[src/rtl/mips150_mem_arbiter_pkg.sv]
// Shared definitions for the MIPS150 fetch/data memory arbiter:
// FSM state encoding, access-size codes and the read byte-enable pattern.
package mips150_mem_arbiter_pkg;

    typedef enum logic [2:0] {
        ST_IDLE   = 3'd0,
        ST_REQ_I  = 3'd1,
        ST_REQ_D  = 3'd2,
        ST_WAIT_I = 3'd3,
        ST_WAIT_D = 3'd4
    } arb_state_t;

    localparam logic [1:0] SZ_BYTE = 2'b00;
    localparam logic [1:0] SZ_HALF = 2'b01;
    localparam logic [1:0] SZ_WORD = 2'b10;

    localparam logic [3:0] BE_READ = 4'b0000;

endpackage

[src/rtl/mips150_mem_arbiter_byte_lane.sv]
// mips150_byte_lane: maps access size and low address bits to byte enables,
// lane-replicated store data and a misalignment flag. Size 11 behaves as word.
module mips150_byte_lane
    import mips150_mem_arbiter_pkg::*;
(
    input  logic [1:0]  size,
    input  logic [1:0]  addr,
    input  logic [31:0] wdata,
    output logic [3:0]  be,
    output logic [31:0] lane_wdata,
    output logic        misalign
);

    // Lane decode for each access size
    always_comb begin
        be         = 4'b1111;
        lane_wdata = wdata;
        misalign   = 1'b0;
        case (size)
            SZ_BYTE: begin
                be         = 4'b0001 << addr;
                lane_wdata = {4{wdata[7:0]}};
                misalign   = 1'b0;
            end
            SZ_HALF: begin
                be         = 4'b0011 << {addr[1], 1'b0};
                lane_wdata = {2{wdata[15:0]}};
                misalign   = addr[0];
            end
            default: begin
                be         = 4'b1111;
                lane_wdata = wdata;
                misalign   = (addr != 2'b00);
            end
        endcase
    end

endmodule

[src/rtl/mips150_mem_arbiter.sv]
// mips150_mem_arbiter: shares one memory port between fetch and load/store with
// bounded fetch starvation. Define MIPS150_MEM_ARB_PERF_EN for stall counters.
module mips150_mem_arbiter
    import mips150_mem_arbiter_pkg::*;
#(
    parameter int STARVE_MAX = 3,
    parameter int ADDR_W     = 32
) (
    input  logic              clk,
    input  logic              rst_n,
    input  logic              i_req,
    input  logic [ADDR_W-1:0] i_addr,
    output logic              i_gnt,
    output logic              i_rvalid,
    output logic [31:0]       i_rdata,
    input  logic              d_req,
    input  logic              d_we,
    input  logic [1:0]        d_size,
    input  logic [ADDR_W-1:0] d_addr,
    input  logic [31:0]       d_wdata,
    output logic              d_gnt,
    output logic              d_rvalid,
    output logic [31:0]       d_rdata,
    output logic              d_misalign,
    output logic              m_req,
    output logic [ADDR_W-1:0] m_addr,
    output logic [3:0]        m_be,
    output logic [31:0]       m_wdata,
    input  logic              m_ack,
    input  logic              m_rvalid,
    input  logic [31:0]       m_rdata
`ifdef MIPS150_MEM_ARB_PERF_EN
    ,
    input  logic              perf_clr,
    output logic [31:0]       perf_i_stall,
    output logic [31:0]       perf_d_stall
`endif
);

    localparam logic [3:0] STARVE_LIM = 4'(STARVE_MAX);

    arb_state_t  state_r;
    logic [3:0]  starve_cnt_r;
    logic        fetch_win_s;
    logic        data_win_s;
    logic [3:0]  be_s;
    logic [31:0] lane_wdata_s;
    logic        misalign_s;

    mips150_byte_lane u_byte_lane (
        .size       (d_size),
        .addr       (d_addr[1:0]),
        .wdata      (d_wdata),
        .be         (be_s),
        .lane_wdata (lane_wdata_s),
        .misalign   (misalign_s)
    );

    // Grant decision, only ever made in IDLE and never while reset is held
    always_comb begin
        fetch_win_s = 1'b0;
        data_win_s  = 1'b0;
        if (rst_n && (state_r == ST_IDLE)) begin
            if (i_req && d_req) begin
                if (starve_cnt_r == STARVE_LIM) begin
                    fetch_win_s = 1'b1;
                end else begin
                    data_win_s = 1'b1;
                end
            end else begin
                fetch_win_s = i_req;
                data_win_s  = d_req;
            end
        end else begin
            fetch_win_s = 1'b0;
            data_win_s  = 1'b0;
        end
    end

    assign i_gnt = fetch_win_s;
    assign d_gnt = data_win_s;

    // Arbitration FSM: launches the memory request and returns read data
    always_ff @(posedge clk or negedge rst_n) begin
        if (!rst_n) begin
            state_r      <= ST_IDLE;
            starve_cnt_r <= 4'd0;
            m_req        <= 1'b0;
            m_addr       <= {ADDR_W{1'b0}};
            m_be         <= BE_READ;
            m_wdata      <= 32'd0;
            i_rvalid     <= 1'b0;
            i_rdata      <= 32'd0;
            d_rvalid     <= 1'b0;
            d_rdata      <= 32'd0;
            d_misalign   <= 1'b0;
        end else begin
            i_rvalid   <= 1'b0;
            d_rvalid   <= 1'b0;
            d_misalign <= 1'b0;
            case (state_r)
                ST_IDLE: begin
                    if (fetch_win_s) begin
                        starve_cnt_r <= 4'd0;
                        m_req        <= 1'b1;
                        m_addr       <= {i_addr[ADDR_W-1:2], 2'b00};
                        m_be         <= BE_READ;
                        m_wdata      <= 32'd0;
                        state_r      <= ST_REQ_I;
                    end else if (data_win_s) begin
                        if (i_req && (starve_cnt_r != STARVE_LIM)) begin
                            starve_cnt_r <= starve_cnt_r + 4'd1;
                        end
                        // A misaligned access is granted but dropped without touching memory
                        if (misalign_s) begin
                            d_misalign <= 1'b1;
                        end else begin
                            m_req   <= 1'b1;
                            m_addr  <= {d_addr[ADDR_W-1:2], 2'b00};
                            m_be    <= d_we ? be_s : BE_READ;
                            m_wdata <= lane_wdata_s;
                            state_r <= ST_REQ_D;
                        end
                    end
                end
                ST_REQ_I, ST_REQ_D: begin
                    if (m_ack) begin
                        m_req <= 1'b0;
                        if (m_be != BE_READ) begin
                            state_r <= ST_IDLE;
                        end else if (m_rvalid) begin
                            state_r <= ST_IDLE;
                            if (state_r == ST_REQ_I) begin
                                i_rdata  <= m_rdata;
                                i_rvalid <= 1'b1;
                            end else begin
                                d_rdata  <= m_rdata;
                                d_rvalid <= 1'b1;
                            end
                        end else if (state_r == ST_REQ_I) begin
                            state_r <= ST_WAIT_I;
                        end else begin
                            state_r <= ST_WAIT_D;
                        end
                    end
                end
                ST_WAIT_I: begin
                    if (m_rvalid) begin
                        i_rdata  <= m_rdata;
                        i_rvalid <= 1'b1;
                        state_r  <= ST_IDLE;
                    end
                end
                ST_WAIT_D: begin
                    if (m_rvalid) begin
                        d_rdata  <= m_rdata;
                        d_rvalid <= 1'b1;
                        state_r  <= ST_IDLE;
                    end
                end
                default: begin
                    m_req   <= 1'b0;
                    state_r <= ST_IDLE;
                end
            endcase
        end
    end

`ifdef MIPS150_MEM_ARB_PERF_EN
    // Saturating stall-cycle counters; perf_clr takes priority over counting
    always_ff @(posedge clk or negedge rst_n) begin
        if (!rst_n) begin
            perf_i_stall <= 32'd0;
            perf_d_stall <= 32'd0;
        end else if (perf_clr) begin
            perf_i_stall <= 32'd0;
            perf_d_stall <= 32'd0;
        end else begin
            if (i_req && !fetch_win_s && (perf_i_stall != 32'hFFFF_FFFF)) begin
                perf_i_stall <= perf_i_stall + 32'd1;
            end
            if (d_req && !data_win_s && (perf_d_stall != 32'hFFFF_FFFF)) begin
                perf_d_stall <= perf_d_stall + 32'd1;
            end
        end
    end
`endif

endmodule

[config.mk]
export PLATFORM = sky130hd
export DESIGN_NAME = mips150_mem_arbiter
export DESIGN_NICKNAME = d
export VERILOG_FILES = /design/src/rtl/mips150_mem_arbiter_pkg.sv /design/src/rtl/mips150_mem_arbiter_byte_lane.sv /design/src/rtl/mips150_mem_arbiter.sv
export SDC_FILE = /design/constraint.sdc
export NUM_CORES = 1
export LEC_CHECK = 0
export CORE_MARGIN = 2
export CORE_UTILIZATION = 57
export CTS_BUF_LIST = sky130_fd_sc_hd__clkbuf_4 sky130_fd_sc_hd__clkbuf_8 sky130_fd_sc_hd__clkbuf_16
export DETAILED_ROUTE_END_ITERATION = 10
export DONT_BUFFER_PORTS = 1
export PLACE_DENSITY = 0.83
export SETUP_SLACK_MARGIN = 0.2
export SLEW_MARGIN = 20
export SYNTH_ARGS = -nofsm -noshare
export SYNTH_HDL_FRONTEND = slang
export SYNTH_SLANG_ARGS = --single-unit
export TNS_END_PERCENT = 5
[constraint.sdc]
create_clock -name clk -period 2.14 [get_ports clk]
set_clock_uncertainty 0.15 [all_clocks]
set_input_delay 0.428 -clock clk [delete_from_list [all_inputs] [get_ports clk]]
set_output_delay 0.428 -clock clk [all_outputs]
set_load 0.01 [all_outputs]
=== Word-level counts from Yosys, hierarchy flattened ===
Index checks and enable logic that the tools add are counted.
W data, S select, Z words.

* Bitwise gates (word level): 1
* Add/subtract/negate cells: 1
* Equality and inequality tests: 18
* Multiplexer cells: 62
* Reductions and logical operators: 19
* Shifts and indexed selects: 2

{| class="wikitable"
|+ Operator list
! cell !! count
|-
| $mux W32 || 15
|-
| $pmux W32 S2 || 3
|-
| $mux W4 || 7
|-
| $mux W3 || 8
|-
| $mux W1 || 23
|-
| $ne A2 B2 Y1 const B || 8
|-
| $reduce_and A6 Y1 || 2
|-
| $reduce_bool A2 Y1 || 5
|-
| $pmux W3 S3 || 1
|-
| $pmux W4 S2 || 1
|-
| $reduce_and A4 Y1 || 2
|-
| $eq A3 B2 Y1 const B || 2
|-
| $ne A3 B3 Y1 const B || 2
|-
| $pmux W1 S2 || 3
|-
| $reduce_and A3 Y1 || 2
|-
| $add A4 B1 Y4 const B || 1
|-
| $eq A4 B2 Y1 const B || 1
|-
| $ne A4 B2 Y1 const B || 1
|-
| $reduce_bool A4 Y1 || 1
|-
| $reduce_or A2 Y1 || 2
|-
| $shl A1 B2 Y4 const A || 1
|-
| $shl A2 B2 Y4 const A || 1
|-
| $eq A3 B1 Y1 const B || 1
|-
| $eq A3 B3 Y1 const B || 1
|-
| other kinds (7) || 9
|}

* Register bits after elaboration: 143
* Output and inout bits: 138
* Logic and storage cells: 114
* Input bits: 137

=== Logic depth before layout (Yosys ltp) ===
* Depth in word-level cells: 7
* Depth in mapped cells: 7
* Mapped depth without buffers: 5

=== Modules after synthesis ===
A second synthesis with hierarchy kept.

* Cell total of the unflattened synthesis: 560
* Area, all modules: 6517.5 µm²

{| class="wikitable"
|+ Modules (own cells, without submodules)
! module !! cells each !! seq. area each (µm²) !! instances !! area each (µm²)
|-
| mips150_mem_arbiter || 497 || 3528.4 || 1 || 5995.8
|-
| mips150_byte_lane || 63 || 0.0 || 1 || 521.8
|}

=== Worst setup path after synthesis ===
No wires, ideal clock.

* Kind: flip-flop to output port
* Start point: register starve_cnt_r[0]
* End point: output port i_gnt
* Cell stages (with the launch flop): 7
* Arrival: 1608 ps
* Buffers on the path: 2
* Slack: -46 ps
* Data required time: 1562 ps
* Cell sequence: dfrtp_1 -> ha_1 -> nor3b_2 -> o211ai_4 -> buf_6 -> clkbuf_1 -> inv_1

* Word-level cells in the longest chain between the ends: 4

{| class="wikitable"
|+ RTL lines
! what !! line !! RTL
|-
| start, declared || mips150_mem_arbiter.sv:43 || <nowiki>logic [3:0] starve_cnt_r;</nowiki>
|-
| start signal, assigned || mips150_mem_arbiter.sv:112 || <nowiki>starve_cnt_r <= starve_cnt_r + 4'd1;</nowiki>
|-
| $eq A4 B2 Y1 || mips150_mem_arbiter.sv:65 || <nowiki>if (starve_cnt_r == STARVE_LIM) begin</nowiki>
|-
| $mux W1 || mips150_mem_arbiter.sv:65 ||
|-
| $mux W1 || mips150_mem_arbiter.sv:64 || <nowiki>if (i_req && d_req) begin</nowiki>
|-
| $mux W1 || mips150_mem_arbiter.sv:63 || <nowiki>if (rst_n && (state_r == ST_IDLE)) begin</nowiki>
|-
| end, declared || mips150_mem_arbiter.sv:13 || <nowiki>output logic i_gnt,</nowiki>
|}

Every way passes these cells.

=== Final worst setup path ===
Ends and elaborated chain as after synthesis.

==> summary.md <==
| Metric | Value |
|---|---|
| Total CTS buffers | 17 |
| CTS HTree Levels | 4 |
| Design Area, Final | 0.00827 mm^2 |
| Largest area contributor in the netlist | dfrtp_1 |
| Initial Util | 59.0% |
| Cell Pwr Density | 1470 mW/mm^2 |
| Vias in the first global route | 4451 |
| Sequential fraction of the synthesis area | 54.4% |
| Pins Over Slew Limit | 0 |
| Tcrit/Tclk final | 104% |
| Worst hold path type | in -> async |
| Row cnt | 38 |
| Critical setup path kind | reg -> out |
| Setup Slack @ Placement | -0.00607 ns |
| Slack of the worst reg-to-reg path | -0.06 ns |
| Dpl cell area | 0.00677 mm^2 |
| First-pass GRT wire length | 26.0 mm |
| Residual DRC | 0 |
| Cell count after synthesis | 446 |
| Fin crit period | 2.22 ns |
| Ant diodes | 0 |
| Cell variety after synth | 41 |
| Port Buffers | 0 |
| Final Hold Fails | 141 |
| CTS root buffer | clkbuf_16 |
| Final Worst Setup Slack | -0.0754 ns |
| Area Growth Syn to Fin | 27.6% |
| DRT iter0 DRCs | 241 |
| Area contributors post-synth | dfrtp_1 (54%), mux2_4 (13%), mux2_2 (11%) |
| CTS max path bufs | 2 |
| CORE AREA | 0.0110 mm^2 |
| RSZ-0062 raised after global routing | true |
| Initial antenna violation count | 0 |
| Status | finished with violations |
| All-layer global routing usage | 27.6% |
| Syn_area_per_cell | 14.5 um^2 |
| Synth Area in Compound Gates | 7.10% |
| Leakage | 3.85 nW |
| Clk Latency, worst-skew pair | 0.41 ns |
| Top-Level Pins | 275 |
| Fillcell total | 630 |
| VDD IR max | 948 uV |
| Net Sw Frac | 32.9% |
| Die footprint | 0.0122 mm^2 |
| Cell Int Power | 8.18 mW |
| Die Span X | 111 um |
| Max-cap viol count | 0 |
| NumNets Final | 660 |
| HPWL after DPL | 10.5 mm |
| Adder-cell share of the synthesized area | 0.193% |
| Pre-antenna DRT Iters | 7 |
| Crit path capture type | output port |
| CTS tree | built |
| Number of synthesis warnings | 0 |
| FMAX | 0.451 GHz |
| Gr ovfl total | 0 |
| Critical Path Source Type | register |
| Crit path arrival time | 1.64 ns |
| Required time at the worst-slack endpoint | 1.56 ns |
| Cell Area, Synth | 0.00648 mm^2 |
| Flip-flop and latch count after synthesis | 141 |
| Die height | 111 um |
| Hold slack | -0.447 ns |
| R2R cell count | 7 |
| Multiplexer area fraction after synthesis | 30.2% |
| Antenna viol nets, final | 0 |
| Worst-path clk slew | 0.06 ns |
| Aggregate routed wire length | 17.0 mm |
| Failing checks | hold timing, setup timing |
| Routed WL per cell | 25.2 um |
| Layout cells sized above 1 | 38.5% |
| Largest net degree at the start of global routing | 144 |
| Switching power | 4.02 mW |
| Reg2reg end | m_addr[31] |
| Post-Synth Simple-Gate Area | 4.46% |
| XOR/XNOR share of the synthesized area | 0% |
| Final GP Congestion | 0.806 |
| Logic pwr share | 27.5% |
| Sinks on Clock Net | 141 |
| Largest family of logic cells by synthesized area | multiplexers |
| Post-synth top area share | 54.4% |
| Clock Power Share | 26.0% |
| Reg-to-reg critical path startpoint | starve_cnt_r[0] |
| Setup violators final | 22 |
| Seq pwr share | 46.5% |
| Vias/cell | 6.11 |
| CP Max Fanout | 2 |
| Total number of vias | 4125 |
==> worst max-delay path, cell delays in order, from the launching register on <==
cell	delay, ns
dfrtp_1	0.39
ha_2	0.19
nor3b_4	0.16
o211ai_4	0.20
buf_6	0.13
inv_4	0.03
buf_6	0.11
==> Yosys cell counts (all sizes together) <==
| library cell | instances |
|---|---|
| mux2i | 34 |
| a31oi | 1 |
| and2 | 2 |
| nor4b | 1 |
| clkbuf | 7 |
| nor3 | 2 |
| nand2 | 19 |
| clkinv | 1 |
| dfrtp | 141 |
| nor2 | 7 |
| inv | 12 |
| nand4bb | 1 |
| a21boi | 1 |
| o31ai | 2 |
| conb | 1 |
| or3 | 1 |
| a21oi | 2 |
| buf | 19 |
| and3 | 2 |
| ha | 1 |
| nor2b | 4 |
| a32o | 4 |
| nand3 | 4 |
| o21ai | 6 |
| a22o | 9 |
| a21o | 1 |
| nor4 | 1 |
| o2bb2ai | 16 |
| o21a | 3 |
| mux2 | 124 |
| o22ai | 2 |
| a32oi | 1 |
| nand3b | 1 |
| nor3b | 4 |
| o211ai | 9 |
==> how the worst max path moves through the flow <==
stage	end	slack (ns)	start	cells past startpoint
CTS	i_gnt	-0.08	state_r[2]	5
global route	i_gnt	-0.14	state_r[1]	5
global placement	d_rdata[8]	0.06	m_be[1]	5
floorplan	d_rdata[10]	0.02	m_be[1]	5
finish	i_gnt	-0.08	starve_cnt_r[0]	6
detailed placement	m_wdata[11]	-0.006	state_r[1]	5
==> cell usage in the layout (no fill, tap or decap), types with 3 or more instances in the layout <==
master,instances
dlygate4sd3_1,48
a22o_1,9
nand3_1,4
dfrtp_1,141
o2bb2ai_1,16
clkinvlp_4,3
mux2_4,122
nor2_1,6
mux2i_1,34
a32o_1,4
inv_1,11
nand2_1,18
o211ai_1,8
o21ai_0,5
buf_6,5
bufinv_16,4
buf_12,7
buf_4,21
clkbuf_16,18
==> sequential cells by signal, summed over array words and instances (netlist names) <==
register / cells
d_rdata: 32
m_be: 4
state_r: 3
m_req: 1
i_rvalid: 1
d_misalign: 1
starve_cnt_r: 4
d_rvalid: 1
m_wdata: 32
i_rdata: 32
m_addr: 30
==> cells by family (layout without fill, tap and decap cells) <==
group                      after synthesis  in the layout
AOI/OAI and AO/OA                       57             57
adders and majority gates                1              1
buffers and inverters                   39            127
DFF                                    141            141
muxes                                  158            158
other                                    1              2
and+or+nand+nor                         49             49
==> power by group through the flow <==
stage	Clock (mW)	Sequential (mW)	Combinational, mW
4_1_cts	3.18	5.63	3.28
6_report	3.17	5.67	3.36
2_1_floorplan	0	5.27	2.16
3_5_place_dp	0	5.61	2.69
5_1_grt	3.34	5.81	3.58
3_3_place_gp	0	5.56	2.53
==> per-stage QoR <==
stage	util (%)	hold slack, ns	setup TNS [ns]	total power, mW	instances
after global routing	75.3	-0.472	-1.62	12.7	675
after global placement	61.7	-0.0151	0	8.09	586
after detailed placement	61.7	-0.0144	-0.00607	8.30	586
after CTS	74.4	-0.464	-0.152	12.1	667
after floorplan	-	-0.0176	0	7.43	447
final	75.3	-0.447	-0.309	12.2	675
==> cell type report <==
| cell class | count | area, um^2 | area share (%) |
|---|---|---|---|
| Multi-Input combinational cell | 267 | 3010 | 36.5 |
| Inverter | 13 | 51.3 | 0.620 |
| Tap cell | 140 | 175 | 2.12 |
| Timing Repair Buffer | 82 | 860 | 10.4 |
| Sequential cell | 141 | 3530 | 42.7 |
| Clock inverter | 13 | 188 | 2.27 |
| Clock buffer | 19 | 453 | 5.48 |
==> layer usage <==
layer	vias to the layer above	GRT usage (%)	part of all wire, %
met5	-	0	0
met4	0	9.67	1.8
met3	26	13.2	9.2
met2	224	46.4	52
met1	2099	30.8	37
li1	1776	-	-
==> repair_timing <==
action                                 in CTS  in global routing
hold buffers                               42                  6
setup buffers                               7                  1
gates cloned                                0                  1
setup endpoints to repair                 124                133
endpoints found under the hold margin     205                147
pin swaps                                   9                  7
gates resized for setup                    76                  2
Power figures use the tool's default switching activity.
